<file path="config.mk">
export PLATFORM = sky130hd
export DESIGN_NAME = fp_addsub_sched
export DESIGN_NICKNAME = d
export VERILOG_FILES = /design/src/rtl/fp_add_pkg.sv /design/src/rtl/rr_arb2.sv /design/src/rtl/fp_addsub_sched.sv
export SDC_FILE = /design/constraint.sdc
export NUM_CORES = 1
export LEC_CHECK = 0
export ABC_CLOCK_PERIOD_IN_PS = 1300
export BUFFER_PORTS_ARGS = -buffer_cell sky130_fd_sc_hd__buf_2
export CORE_MARGIN = 2
export CORE_UTILIZATION = 30
export DETAILED_ROUTE_END_ITERATION = 10
export GPL_TIMING_DRIVEN = 0
export HOLD_SLACK_MARGIN = 0.03
export PLACE_DENSITY = 0.48
export SYNTH_ARGS = -nofsm -noshare
export SYNTH_HDL_FRONTEND = slang
export SYNTH_SLANG_ARGS = --single-unit
</file>
<file path="constraint.sdc">
create_clock -name clk -period 1.3 [get_ports clk]
set_input_delay 0.195 -clock clk [delete_from_list [all_inputs] [get_ports clk]]
set_output_delay 0.195 -clock clk [all_outputs]
set_load 0.02 [all_outputs]
</file>
<file path="src/rtl/fp_add_pkg.sv">
// Shared types and constants for the FP add/sub pipeline scheduler.
// The stage metadata record travels with each op from issue to result.
package fp_add_pkg;

   localparam int FP_ID_W = 5;

   typedef enum logic {
      SRC_FPU = 1'b0,
      SRC_FMA = 1'b1
   } fp_src_e;

   typedef struct packed {
      logic               v;
      fp_src_e            src;
      logic [FP_ID_W-1:0] id;
      logic               sub;
      logic [2:0]         rm;
   } fp_stage_meta_t;

   localparam logic [2:0] RM_RNE = 3'd0;
   localparam logic [2:0] RM_RTZ = 3'd1;
   localparam logic [2:0] RM_RDN = 3'd2;
   localparam logic [2:0] RM_RUP = 3'd3;
   localparam logic [2:0] RM_RMM = 3'd4;

endpackage

</file>
<file path="src/rtl/rr_arb2.sv">
// Two-way round-robin arbiter. Grants only while en is high; the preference
// pointer moves only when upd confirms that the grant was taken.
module rr_arb2 (
   input  logic       clk,
   input  logic       reset_n,
   input  logic       en,
   input  logic       upd,
   input  logic [1:0] req,
   output logic [1:0] gnt
);

   // ptr_q names the requester that wins a tie
   logic ptr_q, ptr_d;

   always_comb begin
      gnt = 2'b00;
      if (en) begin
         gnt[0] = req[0] & (~req[1] | ~ptr_q);
         gnt[1] = req[1] & (~req[0] |  ptr_q);
      end
      ptr_d = ptr_q;
      if (upd) ptr_d = gnt[0];
   end

   always_ff @(posedge clk or negedge reset_n) begin
      if (!reset_n) ptr_q <= 1'b0;
      else          ptr_q <= ptr_d;
   end

endmodule

</file>
<file path="src/rtl/fp_addsub_sched.sv">
// Issue scheduler for the shared FP add/sub datapath: arbitrates two requesters,
// carries per-stage metadata, stalls globally on output back-pressure, handles flush.
module fp_addsub_sched
   import fp_add_pkg::*;
#(
   parameter int STAGES = 4,
   parameter int ID_W   = FP_ID_W
) (
   input  logic              clk,
   input  logic              reset_n,
   input  logic [1:0]        req_valid,
   output logic [1:0]        req_ready,
   input  logic [1:0]        req_sub,
   input  logic [2:0]        req_rm0,
   input  logic [2:0]        req_rm1,
   input  logic [ID_W-1:0]   req_id0,
   input  logic [ID_W-1:0]   req_id1,
   input  logic              flush,
   output logic              issue_sel,
   output logic              issue_sub,
   output logic [STAGES-1:0] stage_en,
   output logic              out_valid,
   input  logic              out_ready,
   output logic              out_src,
   output logic [ID_W-1:0]   out_id,
   output logic [2:0]        out_rm,
   output logic              busy
);

   fp_stage_meta_t [STAGES-1:0] meta_q, meta_d, cur;
   fp_stage_meta_t              new_op;
   logic [1:0]                  req_eff, gnt;
   logic                        advance;

   // Flush turns requester-0 entries into bubbles before anything else looks at them
   always_comb begin
      busy = 1'b0;
      for (int k = 0; k < STAGES; k++) begin
         cur[k]   = meta_q[k];
         cur[k].v = meta_q[k].v & ~(flush & (meta_q[k].src == SRC_FPU));
         busy     = busy | meta_q[k].v;
      end
      out_valid = cur[STAGES-1].v;
      advance   = reset_n & (out_ready | ~out_valid);
      req_eff   = {req_valid[1], req_valid[0] & ~flush};
   end

   rr_arb2 u_arb (
      .clk     (clk),
      .reset_n (reset_n),
      .en      (advance),
      .upd     (|gnt),
      .req     (req_eff),
      .gnt     (gnt)
   );

   always_comb begin
      req_ready  = gnt;
      issue_sel  = gnt[1];
      issue_sub  = |(gnt & req_sub);
      new_op     = '0;
      new_op.v   = |gnt;
      new_op.src = fp_src_e'(gnt[1]);
      new_op.id  = gnt[1] ? req_id1 : req_id0;
      new_op.sub = issue_sub;
      new_op.rm  = gnt[1] ? req_rm1 : req_rm0;
      stage_en   = {STAGES{advance}};
      meta_d     = cur;
      if (advance) begin
         meta_d[0] = new_op;
         for (int k = 1; k < STAGES; k++) meta_d[k] = cur[k-1];
      end
   end

   always_ff @(posedge clk or negedge reset_n) begin
      if (!reset_n) meta_q <= '0;
      else          meta_q <= meta_d;
   end

   assign out_src = meta_q[STAGES-1].src;
   assign out_id  = meta_q[STAGES-1].id;
   assign out_rm  = meta_q[STAGES-1].rm;

endmodule

</file>
======== Word level (Yosys, flattened, before mapping) ========
Index checks and enable logic that the tools add are counted.
operators by class
  muxes and demuxes ....................... 4
  bitwise operators ....................... 32
  reduce and logical (&&, ||, !) cells .... 2
operators by type and width
  operator         count
  $mux 44          1
  $not 1->1        13
  $and 1x1->1      12
  $or 1x1->1       6
  $mux 5           1
  $reduce_or 2->1  2
  $mux 3           1
  $and 2x2->2      1
  $mux 2           1
storage, ports and cells
  flip-flop bits (word level) ............. 45
  bits of input ports ..................... 24
  output and inout bits ................... 19
  logic and storage cells ................. 59

======== Longest topological paths before layout ========
Gate-level depths: netlist of run 1.
  depth in word-level cells ............... 11
  mapped depth ............................ 7
  gate-level depth less buffers ........... 5

======== Hierarchy ========
Synthesis of run 1 repeated with hierarchy kept, for this count alone.
unflattened totals
  cell total of the unflattened synthesis .. 139
  area, all modules ....................... 1836.8 um^2
by module, submodules not included
  module           times used  cells an instance  area each (um^2)
  fp_addsub_sched  1           131                1771.7
  rr_arb2          1           8                  65.1

======== Least setup slack after synthesis of run 1 ========
No wires, ideal clock.
  kind .................................... register to output
  start ................................... reg meta_q, in the netlist out_src
  end ..................................... out stage_en[0]
  arrival ................................. 1.364 ns
  slack ................................... -0.259 ns
  cell stages (with the launch flop) ...... 7
  path buffers ............................ 3
  cells stage by stage .................... dfrtp_1 -> nor2b_4 -> o21ai_4 -> inv_2 -> buf_2 -> buf_2 -> buf_4
on the way
  cells in the longest elaborated chain, start to end .. 7
ends and longest elaborated chain
  element                   line                   text
  start: declaration        fp_addsub_sched.sv:30  fp_stage_meta_t [STAGES-1:0] meta_q, meta_d, cur;
  start signal: assignment  fp_addsub_sched.sv:77  else meta_q <= meta_d;
  $not 1->1                 fp_addsub_sched.sv:40  cur[k].v = meta_q[k].v & ~(flush & (meta_q[k].src == SRC_FPU));
  $and 1x1->1               fp_addsub_sched.sv:40
  $not 1->1                 fp_addsub_sched.sv:40
  $and 1x1->1               fp_addsub_sched.sv:40
  $not 1->1                 fp_addsub_sched.sv:44  advance = reset_n & (out_ready | ~out_valid);
  $or 1x1->1                fp_addsub_sched.sv:44
  $and 1x1->1               fp_addsub_sched.sv:44
  end: declaration          fp_addsub_sched.sv:21  output logic [STAGES-1:0] stage_en,
No other way between the ends.

======== Final worst setup path of run 1 ========
  start ................................... reg meta_q, in the netlist out_src
  end ..................................... out stage_en[2]
Same word-level chain as after synthesis.

==> flow_summary.json, run 1 <==
{
  "yosysMostFrequentCell": "nand2_1",
  "critPathArrivalTime_ps": 1470,
  "rsz0062_at_grt": "yes",
  "wl_per_cell_um": 12.7,
  "pre_cts_ws_ps": -912,
  "drt_wl_total_um": 4400,
  "gr-total-overflow": 0,
  "finalWeightedCongestion": 0.770,
  "max_freq_mhz": 599,
  "critPathLaunch": "out_src",
  "drc_errors": 0,
  "final.setup.tns_ps": -11970,
  "firstDrtPassIters": 2,
  "htreeDepth": 2,
  "worst-path-max-fanout": 5,
  "critPathCapture": "stage_en[2]",
  "drt_iter0_drc": 29,
  "min_path_type": "in -> async",
  "grt_usage_pct": 14.2,
  "cts_buffers": 5,
  "synthesis.nets": 218,
  "layout-drive-gt1-share_pct": 61.8,
  "grt_max_degree": 44,
  "endpoint_kind": "output pin",
  "cp.required_ps": 1110,
  "maxCapViolations": 0,
  "synth_edf_count": 0,
  "drtAntennaViolNets": 0,
  "start_kind": "register",
  "reg2reg_from": "out_src",
  "tightest_slew_ps": 567,
  "ir_drop_uv": 615,
  "seq_area_frac_synth_pct": 56.2,
  "r2r_setup_slack_ps": -310,
  "nets": 295,
  "grt_pass1_vias": 1478,
  "power_density_nw_per_um2": 1580,
  "status": "finished with violations",
  "hpwl_um": 2520,
  "chipWidth_um": 82.0,
  "syn_to_final_growth_pct": 68.9,
  "slew_violations": 0,
  "port_buffers": 42,
  "synth_cell_types": 26,
  "leakage_nw": 1.53,
  "yosysTopAreaCellShare_pct": 56.2,
  "clock-sinks": 41,
  "clk_pin_slew_worst_paths_ps": 80,
  "slew-limit-headroom_pct": 62.2,
  "clk_latency_ps": 300,
  "synth_common_cells": "76 x nand2_1, 41 x dfrtp_1, 13 x buf_4, 11 x a21oi_1, 11 x nor2_1",
  "whs_ps": -113,
  "syn_area_um2": 1830,
  "clockBufferDepth": 2,
  "yosysTopAreaCell": "dfrtp_1",
  "r2r_cells": 10,
  "cts_tree": "built",
  "synth_cells": 194,
  "period_needed_ps": 1670,
  "setup_viol": 50,
  "skew_ps": 3.56,
  "antenna_found_initial": 0,
  "io_pins": 43,
  "die_h_um": 82.0,
  "yosysWarnings": 0,
  "period_share_pct": 128,
  "violations": "negative hold slack, negative setup slack",
  "vias_per_cell": 4.32,
  "diodes": 0,
  "initial_utilization_pct": 31.0,
  "synth-async-reset-ratio_pct": 100,
  "worstSetupPathType": "reg -> out",
  "dieArea_um2": 6720,
  "vias": 1500,
  "yosys-top-cells-area": "dfrtp_1 56%, nand2_1 16%, buf_4 5.3%, mux2i_1 4.4%, a21oi_1 3.0%",
  "root_buffer": "clkbuf_8",
  "hold_violations": 41,
  "ys.flop_type": "dfrtp_1",
  "synth_seq_cells": 41,
  "core_area_um2": 5890,
  "filler_cell_count": 538,
  "r2r_end": "cur[5]",
  "fp-row-count": 28,
  "grt_first_pass_wirelength_um": 7020,
  "avgSynthCellArea_um2": 9.41,
  "setup_ws_ps": -369
}
## registers in the layout, indices dropped and copies added, names as in the netlist
register and flops:
u_arb.ptr_q 1, out_rm 3, cur 27, out_src 1, meta_q 4, out_id 5
## cell type report
type / instances / area (um2) / area share [%]
flip-flops and latches: 41 / 1030 / 33.3
multi-input cells: 128 / 911 / 29.5
plain buffers: 21 / 254 / 8.24
clock buffers: 5 / 68.8 / 2.23
clock inverters: 3 / 65.1 / 2.11
repair buffers: 71 / 652 / 21.1
inverters: 3 / 11.3 / 0.365
well taps: 75 / 93.8 / 3.04
## metal layers
layer | GRT usage [%] | up-vias | share of wire [%]
met2 | 22.6 | 29 | 51
li1 | - | 761 | -
met1 | 18.2 | 705 | 44
met5 | 0 | - | 0
met3 | 4.29 | 5 | 3.7
met4 | 5.00 | 0 | 1.4
## cell families after synthesis
family / Yosys count / share of synthesized area (%)
and+or+nand+nor: 98 / 22.0
DFF: 41 / 56.2
buffers and inverters: 25 / 8.64
AOI/OAI and AO/OA: 20 / 7.13
muxes: 10 / 6.03
## stage by stage
step                      total power, mW  hold slack, ps  instance area [um2]  utilization [%]  cells
after floorplan                      2.62            -101                 1860                -    194
after global placement               2.94             426                 2160             36.7    311
after detailed placement             2.96             416                 2160             36.7    311
after CTS                            4.59           -95.3                 2760             46.9    335
after global routing                 5.20           -86.4                 3080             52.4    347
final                                4.89            -113                 3080             52.4    347
## worst min path at each step
| stage | start | to | slack, ps |
|---|---|---|---|
| 6_report | reset_n | meta_q[43] | -110 |
| 5_1_grt | reset_n | cur[12] | -90 |
| 4_1_cts | reset_n | out_rm[0] | -100 |
| 3_5_place_dp | reset_n | meta_q[43] | 420 |
| 3_3_place_gp | reset_n | meta_q[43] | 430 |
| 2_1_floorplan | reset_n | cur[0] | -100 |
## critical path, stage by stage, from the launching register on
cell,delay (ps)
dfrtp_2,400
nor2b_4,50
o21ai_4,190
inv_2,70
buf_8,130
buf_8,120
buf_6,100
buf_6,120
## layout by cell type (no fill, tap or decap), types with 3 or more instances in the layout
cell type  instances
a21oi_2            8
buf_12             4
buf_2             31
buf_4             20
buf_6             23
buf_8              8
clkbuf_16          4
clkbuf_8           6
dfrtp_1           40
mux2i_1            7
nand2_1           41
nand2_2           32
nand2_4            3
nand2b_1           4
nor2_4            10
## where the power goes
group          total, mW  switching (mW)  leakage (nW)  internal (mW)
Combinational       1.75           0.789         0.969          0.956
Clock               1.21           0.452        0.0681          0.763
Sequential          1.93           0.303         0.493           1.62
Total               4.89            1.54          1.53           3.34
## what timing repair did
item                       4_1_cts  5_1_grt
setup endpoints to repair       51       51
pin swaps                       17       22
gates resized for setup         88       61
hold endpoints to repair        41       41
buffers inserted                13       14
cloned                           4        2
(Power assumes the default switching activity.)
==> inputs of run 2 (changes only) <==
--- a/config.mk
+++ b/config.mk
@@ -13,6 +13,7 @@
 export GPL_TIMING_DRIVEN = 0
 export HOLD_SLACK_MARGIN = 0.03
 export PLACE_DENSITY = 0.48
+export SETUP_SLACK_MARGIN = 0.3
 export SYNTH_ARGS = -nofsm -noshare
 export SYNTH_HDL_FRONTEND = slang
 export SYNTH_SLANG_ARGS = --single-unit
==> run 2 against run 1 <==
The flow still finishes with violations (negative hold slack, negative setup slack). Via count up 6.3%. Die area unchanged. Total power up 5.3%. Non-clock buffer count up 9. First-iteration DRC count rose to 3.0 times the previous value. Critical path depth unchanged. Fmax down 2.1%. Clock skew about the same. Register-to-register slack about the same. Critical path type unchanged. Critical endpoint is now stage_en[0]. Largest cell class is now buffers. Highest routed layer unchanged.
==> flow_summary.json, run 2 (synthesis results as in run 1) <==
{
  "max_freq_mhz": 586,
  "clk_latency_ps": 290,
  "worstSetupPathType": "reg -> out",
  "placed_area_um2": 2170,
  "r2r_cells": 7,
  "core_area_um2": 5890,
  "reg2reg_from": "out_src",
  "final_common_cell": "buf_6",
  "period_needed_ps": 1710,
  "initial_utilization_pct": 31.0,
  "gr-total-overflow": 0,
  "firstDrtPassIters": 4,
  "hold_violations": 41,
  "io_pins": 43,
  "antenna_found_initial": 0,
  "endpoint_kind": "output pin",
  "nets": 304,
  "grt_usage_pct": 15.1,
  "vias": 1594,
  "diodes": 0,
  "wl_per_cell_um": 13.1,
  "whs_ps": -104,
  "layoutNonFillerInstCount": 356,
  "design_area_um2": 3260,
  "final.setup.tns_ps": -12980,
  "clock-sinks": 41,
  "drt_wl_total_um": 4650,
  "tightest_slew_ps": 567,
  "syn_to_final_growth_pct": 78.6,
  "root_buffer": "clkbuf_8",
  "grt_pass1_vias": 1565,
  "critPathArrivalTime_ps": 1510,
  "cts_buffers": 5,
  "drt_iter0_drc": 88,
  "dieArea_um2": 6720,
  "pre_cts_ws_ps": -903,
  "r2r_end": "meta_q[21]",
  "cts_tree": "built",
  "grt_max_degree": 44,
  "status": "finished with violations",
  "htreeDepth": 2,
  "power_density_nw_per_um2": 1580,
  "largest_reg_flops": 27,
  "fp-row-count": 28,
  "maxCapViolations": 0,
  "skew_ps": 3.70,
  "slew-limit-headroom_pct": 62.2,
  "leakage_nw": 1.63,
  "die_h_um": 82.0,
  "finalWeightedCongestion": 0.717,
  "hpwl_um": 2560,
  "layout-drive-gt1-share_pct": 63.3,
  "rsz0062_at_grt": "yes",
  "drc_errors": 0,
  "start_kind": "register",
  "violations": "negative hold slack, negative setup slack",
  "period_share_pct": 131,
  "min_path_type": "in -> async",
  "worst-path-max-fanout": 5,
  "vias_per_cell": 4.48,
  "placed_cells": 311,
  "setup_viol": 51,
  "ir_drop_uv": 776,
  "port_buffers": 42,
  "chipWidth_um": 82.0,
  "cp.required_ps": 1110,
  "slew_violations": 0,
  "final_cell_mix": "43 x buf_6, 40 x dfrtp_1, 39 x nand2_1, 26 x nand2_2, 22 x buf_2",
  "clockBufferDepth": 2,
  "grt_first_pass_wirelength_um": 7570,
  "clk_pin_slew_worst_paths_ps": 80,
  "setup_ws_ps": -406,
  "drtAntennaViolNets": 0,
  "r2r_setup_slack_ps": -300
}
[run 2: report_power, final]
part | leakage (nW) | internal [mW] | switching, mW | total, mW
logic | 1.08 | 1.25 | 0.863 | 2.11
registers | 0.493 | 1.62 | 0.321 | 1.94
clock network | 0.0574 | 0.625 | 0.464 | 1.09
total | 1.63 | 3.50 | 1.65 | 5.14
[run 2: what timing repair did]
item,CTS,global route
setup buffers,21,12
pin swaps,16,14
hold endpoints to repair,41,41
cloned,4,0
resized for setup,127,44
endpoints found under the setup margin,60,60
[run 2: through the flow]
stage	power [mW]	utilization, %
after floorplan	2.63	-
after global placement	2.95	36.8
after detailed placement	2.97	36.8
after CTS	4.81	50.8
after global routing	5.46	55.4
final	5.14	55.4
[run 2: worst max-delay path by stage]
stage	start	end	slack [ps]	depth (start not counted)
after global routing	meta_q[43]	stage_en[2]	-470	7
after detailed placement	reset_n	stage_en[3]	-900	7
after global placement	reset_n	stage_en[0]	-910	7
final	meta_q[43]	stage_en[0]	-410	7
after floorplan	out_src	meta_q[21]	-90	5
after CTS	out_src	stage_en[3]	-400	7
[run 2: final cells by class]
type	instances	area (um2)
flip-flops and latches	41	1030
clock inverters	2	37.5
repair buffers	79	790
inverters	3	11.3
fillers	514	2630
well taps	75	93.8
multi-input cells	128	942
plain buffers	22	277
clock buffers	6	82.6
[run 2: critical path: stages (launching register included)]
cell and delay, ps:
dfrtp_1 360, nand2b_1 100, o21ai_4 200, inv_2 70, buf_8 140, buf_12 120, buf_6 100, buf_6 120
[run 2: metal layers]
layer / up-vias / part of all wire, % / wire length, um / track usage (%)
met5: - / 0 / 0 / 0
met4: 0 / 1.4 / 66 / 4.50
met3: 6 / 3.4 / 160 / 3.30
met2: 32 / 51 / 2380 / 25.8
met1: 775 / 44 / 2040 / 19.2
li1: 781 / - / - / -
